<file path="config.mk">
export PLATFORM = sky130hd
export DESIGN_NAME = accel_state_control
export DESIGN_NICKNAME = d
export VERILOG_FILES = /design/src/rtl/accel_ctrl_pkg.sv /design/src/rtl/stage_watchdog.sv /design/src/rtl/accel_state_control.sv
export SDC_FILE = /design/constraint.sdc
export NUM_CORES = 1
export LEC_CHECK = 0
export CAP_MARGIN = 40
export CELL_PAD_IN_SITES_DETAIL_PLACEMENT = 0
export CELL_PAD_IN_SITES_GLOBAL_PLACEMENT = 1
export CORE_MARGIN = 1.5
export CORE_UTILIZATION = 30
export DETAILED_ROUTE_END_ITERATION = 10
export HOLD_SLACK_MARGIN = 0.1
export PLACE_DENSITY = 0.73
export SYNTH_ARGS = -nofsm -noshare
export SYNTH_HDL_FRONTEND = slang
export SYNTH_SLANG_ARGS = --single-unit
</file>
<file path="constraint.sdc">
create_clock -name clk -period 8.3 [get_ports clk]
set_clock_uncertainty 0.2 [all_clocks]
set_input_delay 0.83 -clock clk [delete_from_list [all_inputs] [get_ports clk]]
set_output_delay 0.83 -clock clk [all_outputs]
set_load 0.005 [all_outputs]
</file>
<file path="src/rtl/accel_ctrl_pkg.sv">
// Shared definitions for the accelerator layer/stage sequencer.
// State encodings are exported as plain localparams so datapath blocks and
// benches can decode the state bus without pulling in the enum type.
package accel_ctrl_pkg;

  localparam logic [2:0] ST_IDLE  = 3'd0;
  localparam logic [2:0] ST_ISSUE = 3'd1;
  localparam logic [2:0] ST_WAIT  = 3'd2;
  localparam logic [2:0] ST_NEXT  = 3'd3;
  localparam logic [2:0] ST_DONE  = 3'd4;
  localparam logic [2:0] ST_ERR   = 3'd5;

  typedef enum logic [2:0] {
    S_IDLE  = ST_IDLE,
    S_ISSUE = ST_ISSUE,
    S_WAIT  = ST_WAIT,
    S_NEXT  = ST_NEXT,
    S_DONE  = ST_DONE,
    S_ERR   = ST_ERR
  } ctrl_state_e;

  // Width of an index over n items; never narrower than one bit.
  function automatic int idx_width(input int n);
    return (n > 1) ? $clog2(n) : 1;
  endfunction

endpackage

</file>
<file path="src/rtl/stage_watchdog.sv">
// Per-stage watchdog: counts cycles while enabled, saturates at all-ones,
// and flags expiry on the cycle in which the count reaches the limit.
module stage_watchdog #(
  parameter int TIMEOUT_W = 16
) (
  input  logic                 clk,
  input  logic                 rst,
  input  logic                 clear,
  input  logic                 enable,
  input  logic [TIMEOUT_W-1:0] limit,
  output logic                 expired
);

  logic [TIMEOUT_W-1:0] count_q;
  logic [TIMEOUT_W:0]   count_inc;

  // Saturating cycle counter, zeroed by reset or by the clear strobe.
  always_ff @(posedge clk) begin
    if (rst || clear) begin
      count_q <= '0;
    end else if (enable && (count_q != '1)) begin
      count_q <= count_q + 1'b1;
    end
  end

  // The current cycle is counted as well, so the N-th enabled cycle after a
  // clear expires a limit of N. A zero limit disables the watchdog.
  always_comb begin
    count_inc = {1'b0, count_q} + {{TIMEOUT_W{1'b0}}, 1'b1};
    expired   = enable && (limit != '0) && (count_inc >= {1'b0, limit});
  end

endmodule

</file>
<file path="src/rtl/accel_state_control.sv">
// Layer/stage sequencer: for each layer, launches every pipeline stage in
// turn and waits for its completion pulse, with a per-stage watchdog,
// abort, and an error state that is left by a fresh start.
module accel_state_control
  import accel_ctrl_pkg::*;
#(
  parameter int NUM_STAGES = 3,
  parameter int LAYER_W    = 4,
  parameter int TIMEOUT_W  = 16,
  localparam int SIDX_W    = idx_width(NUM_STAGES)
) (
  input  logic                  clk,
  input  logic                  rst_n,
  input  logic                  start,
  input  logic                  abort,
  input  logic [LAYER_W-1:0]    num_layers,
  input  logic [TIMEOUT_W-1:0]  timeout_limit,
  input  logic [NUM_STAGES-1:0] stage_finish,
  output logic [NUM_STAGES-1:0] stage_start,
  output logic                  busy,
  output logic                  done,
  output logic                  error,
  output logic [2:0]            state,
  output logic [SIDX_W-1:0]     stage_idx,
  output logic [LAYER_W-1:0]    layer_idx
);

  localparam logic [SIDX_W-1:0] LAST_STAGE = SIDX_W'(NUM_STAGES - 1);

  // rst_n is active-high despite its name.
  logic rst;
  assign rst = rst_n;

  ctrl_state_e          state_q, state_d;
  logic [SIDX_W-1:0]    stage_q, stage_d;
  logic [LAYER_W-1:0]   layer_q, layer_d;
  logic [LAYER_W-1:0]   layers_q, layers_d;
  logic [NUM_STAGES-1:0] stage_onehot;
  logic                 finish_cur;
  logic                 wd_clear;
  logic                 wd_enable;
  logic                 wd_expired;

  // One-hot of the current stage; only its own finish bit is honoured.
  always_comb begin
    stage_onehot = NUM_STAGES'(1) << stage_q;
    finish_cur   = |(stage_finish & stage_onehot);
    wd_clear     = (state_q == S_ISSUE);
    wd_enable    = (state_q == S_WAIT);
  end

  stage_watchdog #(
    .TIMEOUT_W (TIMEOUT_W)
  ) u_watchdog (
    .clk     (clk),
    .rst     (rst),
    .clear   (wd_clear),
    .enable  (wd_enable),
    .limit   (timeout_limit),
    .expired (wd_expired)
  );

  // State and counter registers; reset returns everything to idle.
  always_ff @(posedge clk) begin
    if (rst) begin
      state_q  <= S_IDLE;
      stage_q  <= '0;
      layer_q  <= '0;
      layers_q <= '0;
    end else begin
      state_q  <= state_d;
      stage_q  <= stage_d;
      layer_q  <= layer_d;
      layers_q <= layers_d;
    end
  end

  // Next-state and counter update; abort overrides every other event.
  always_comb begin
    state_d  = state_q;
    stage_d  = stage_q;
    layer_d  = layer_q;
    layers_d = layers_q;
    case (state_q)
      S_IDLE: begin
        if (start) begin
          stage_d  = '0;
          layer_d  = '0;
          layers_d = num_layers;
          state_d  = (num_layers != '0) ? S_ISSUE : S_DONE;
        end
      end
      S_ISSUE: begin
        state_d = S_WAIT;
      end
      S_WAIT: begin
        // A finish in the expiry cycle still counts as success.
        if (finish_cur) begin
          state_d = S_NEXT;
        end else if (wd_expired) begin
          state_d = S_ERR;
        end
      end
      S_NEXT: begin
        if (stage_q < LAST_STAGE) begin
          stage_d = stage_q + 1'b1;
          state_d = S_ISSUE;
        end else begin
          stage_d = '0;
          if (layer_q == (layers_q - 1'b1)) begin
            state_d = S_DONE;
          end else begin
            layer_d = layer_q + 1'b1;
            state_d = S_ISSUE;
          end
        end
      end
      S_DONE: begin
        state_d = S_IDLE;
      end
      S_ERR: begin
        if (start) begin
          state_d = S_IDLE;
        end
      end
      default: begin
        state_d = S_IDLE;
      end
    endcase
    if (abort && (state_q != S_IDLE)) begin
      state_d = S_IDLE;
    end
  end

  // Outputs decode only from registered state and counters.
  always_comb begin
    stage_start = (state_q == S_ISSUE) ? stage_onehot : '0;
    busy        = (state_q != S_IDLE);
    done        = (state_q == S_DONE);
    error       = (state_q == S_ERR);
    state       = state_q;
    stage_idx   = stage_q;
    layer_idx   = layer_q;
  end

endmodule

</file>
==> summary.txt <==
Critical path
  – Reg2reg end: state[2]
  – Worst-path fanout max: 5
  – Setup CP Type: reg2reg
  – Largest delay share family, worst path: simple AND/OR/NAND/NOR gates
  – Slowest-stage cell, CP: dfxtp_1
  – Crit path required time: 8260 ps
  – Arrival @ worst endpoint: about 3800 ps
  – Most Frequent Cell on Critical Path: ha_1
  – CP Cell Sequence: ha_1, nand3_2, or2_2, nor2_1, and3_2, xor2_1, ha_1, and4_1, nand4_1, nor3_1, nand3_1, a41oi_2, mux2_1
  – Worst path bufs/invs: 0
  – Worst reg-to-reg setup slack: 4510 ps
  – R2R cell count: 13
  – R2r startpoint: u_watchdog.count_q[0]
  – Worst setup EP type: register
  – Startpoint types: register
  – Largest stage delay, worst path: 410 ps

Die
  – Die area: 7824 sq um
  – Die X: 88.46 um
  – Core Region: slightly below 7000 sq um
  – Starting Density: 31.55%
  – I/O pin count: 42
  – Die Ht: about 88 um
  – Site Rows: 30

Timing
  – Setup violators final: 0
  – WHS: 278.7 ps
  – Final slew viol count: 0
  – Setup WS post-layout: 4512 ps
  – Fin crit share: 45.64%
  – RSZ-0062 raised after global routing: false
  – Hold Fails Final Rpt: 0
  – Worst Tran Pin Value: 619.8 ps
  – Setup tns final: 0 ps
  – Slew headroom: roughly three fifths
  – Fmax: between 0.2 and 0.3 GHz
  – Fin crit period: roughly 3800 ps

Power
  – Clock power frac: between 20% and 30%
  – Comb pwr share: between 30% and 40%
  – Sw Ratio: ~36%
  – Max VDD drop: approximately 0.10 mV
  – Seq pwr share: 36.3%
  – PwrDens: 178.0 nW/um^2
  – Pint: 0.3172 mW
  – Pwr Total: 0.4942 mW
  – Static leakage: 1.085 nW
  – Psw: 0.1770 mW

CTS
  – Clk pin slew, worst setup/hold paths: around 70 ps
  – Clock tree buffer depth: 2
  – # H-tree levels: 2
  – CTS Buf Count: 5
  – Clock Tree Root: clkbuf_8
  – Post-CTS Hold Fix Bufs: 0
  – CTS tree: done
  – Sink Count: 29
  – Cts repair resizes: 0
  – Setup Fix Bufs, Post-CTS: 0
  – Clk_lat worst skew: 280 ps

Cells and area
  – Area growth from synthesis to layout: 26.73%
  – Proportion of layout cells with a drive suffix above 1: 7.187%
  – Design area: 2776 sq um
  – # diodes: 0
  – FILL cells: approximately 730
  – Storage element area: 580.6 sq um
  – Nets: 365
  – Area occupied by multi-input gates: roughly 1500 sq um

Global route
  – Largest net degree at the start of global routing: 16
  – Total GRT Usage: 13.69%
  – First-pass GRT wire length: around 8.4 mm
  – Vias in the first global route: 1848
  – Total gr overflow: 0
  – Initial antenna violation count: 0

Place
  – RePlAce Congestion: 0.8314
  – Port buffer count: 41
  – Dpl ws: 4564 ps
  – Final HPWL DP: 4.058 mm
  – Placed inst area: ~2700 sq um

Synthesis
  – Post-synth top area share: 26.50%
  – Leading area contributor after synthesis: dfxtp_1
  – Top cells by area, synth: dfxtp_1, ha_1, xnor2_1
  – Netlist cell types: 50
  – Synth Area per Inst: between 7 and 8 sq um
  – Gate Count Post-Synth: 281
  – Sequential area share after synthesis: approximately a quarter
  – Post-synth ARST share: 0%
  – Mapped Area: 2191 sq um
  – Number of flops mapped to enable cells by yosys: 0
  – Yosys warning count: 0
  – Main synth FF type: dfxtp_1
  – Synthesized flop and latch total: 29
  – Top-count cell post-synth: nand2_1
  – Syn Nets: 327
  – Synth top cells by count: nand2_1, dfxtp_1, nor2_1

Routing
  – Vias: 1972
  – Routed wire per std cell: ~12 um
  – First DRT Iteration DRCs: 38
  – DR pass1 iterations: 6
  – Drt drc: 0
  – Routed WL: 5.186 mm
  – Post-route ant nets: 0
  – Vias/cell: 4.740

Hold path
  – Hold depth: 2
  – Hold Crit Class: reg2reg
  – Worst Hold Path EP: layers_q[3]
  – HP Start: layers_q[3]

Job
  – Maxcap violations: 0

Outcome
  – Status: finished clean
[worst max-delay path by stage]
stage / depth (start not counted) / slack (ps) / startpoint / to
global placement: 13 / 4660 / u_watchdog.count_q[0] / state[2]
CTS: 13 / 4530 / u_watchdog.count_q[0] / state[2]
detailed placement: 13 / 4560 / u_watchdog.count_q[0] / state[2]
finish: 13 / 4510 / u_watchdog.count_q[0] / state[2]
floorplan: 13 / 4910 / u_watchdog.count_q[0] / state[0]
global route: 13 / 4300 / u_watchdog.count_q[0] / state[0]
[stage by stage]
step	cells	util, %
global placement	407	38.36
floorplan	281	-
global route	416	39.98
detailed placement	408	38.52
CTS	416	39.98
finish	416	39.98
[sequential cells by signal, summed over array words and instances (netlist names)]
signal / cells
layer_idx: 4
layers_q: 4
stage_idx: 2
state: 3
u_watchdog.count_q: 16
[power groups by stage]
stage / Clock, mW / Combinational, mW / Sequential, mW
floorplan: 0 / 0.131 / 0.166
global placement: 0 / 0.183 / 0.182
detailed placement: 0 / 0.187 / 0.182
CTS: 0.134 / 0.188 / 0.179
global route: 0.143 / 0.209 / 0.183
finish: 0.130 / 0.185 / 0.179
[area by class of cell]
cell class / count / share of cell area [%]
Multi-Input combinational cell: 218 / 52.68
Sequential cell: 29 / 20.91
Timing Repair Buffer: 43 / 15.46
Tap cell: 96 / 4.326
Clock buffer: 7 / 3.470
Inverter: 22 / 2.974
Clock inverter: 1 / 0.1803
[worst min-delay path, delay by kind of cell (launching register included)]
| family | cells | cell delay [ps] |
|---|---|---|
| simple gates | 1 | 60 |
| flops | 1 | 320 |
| compound gates | 1 | 50 |
[logic make-up after synthesis]
logic type | Yosys count | share of synthesized area [%]
AO/OA/AOI/OAI | 45 | 13.19
XOR/XNOR | 31 | 12.39
adder cells (fa/ha/maj) | 19 | 10.85
buffers and inverters | 34 | 6.738
flip-flops | 29 | 26.50
multiplexers | 6 | 2.913
AND/OR/NAND/NOR | 117 | 27.41
[routing by layer]
layer	GRT usage (%)	vias to the layer above	share of wire (%)	routed length (um)
met5	0	-	0	0
met3	2.519	4	5.0	259
met4	4.261	0	0.69	36
li1	-	1044	-	-
met1	17.74	887	48	2484
met2	23.11	37	46	2406
[placed cells by master (no fill, tap or decap), types with 2 or more instances in the layout]
master,count
o31ai_1,2
dfxtp_1,29
o21ai_0,8
a21oi_1,20
nand4_1,9
nand2_1,30
clkbuf_8,7
a211oi_1,2
ha_1,19
xor2_1,13
xnor2_1,18
mux2_1,2
inv_1,22
nor4_1,6
or2_2,2
and2_1,3
a21o_1,2
nor3_1,7
nor2b_1,3
mux2i_1,3
clkdlybuf4s50_1,41
or3_1,5
and3_2,2
nor2_1,25
nor3b_1,3
or3_4,2
nand3_1,11
nand2b_1,2
Note: power is estimated with default switching activity, not from simulation.
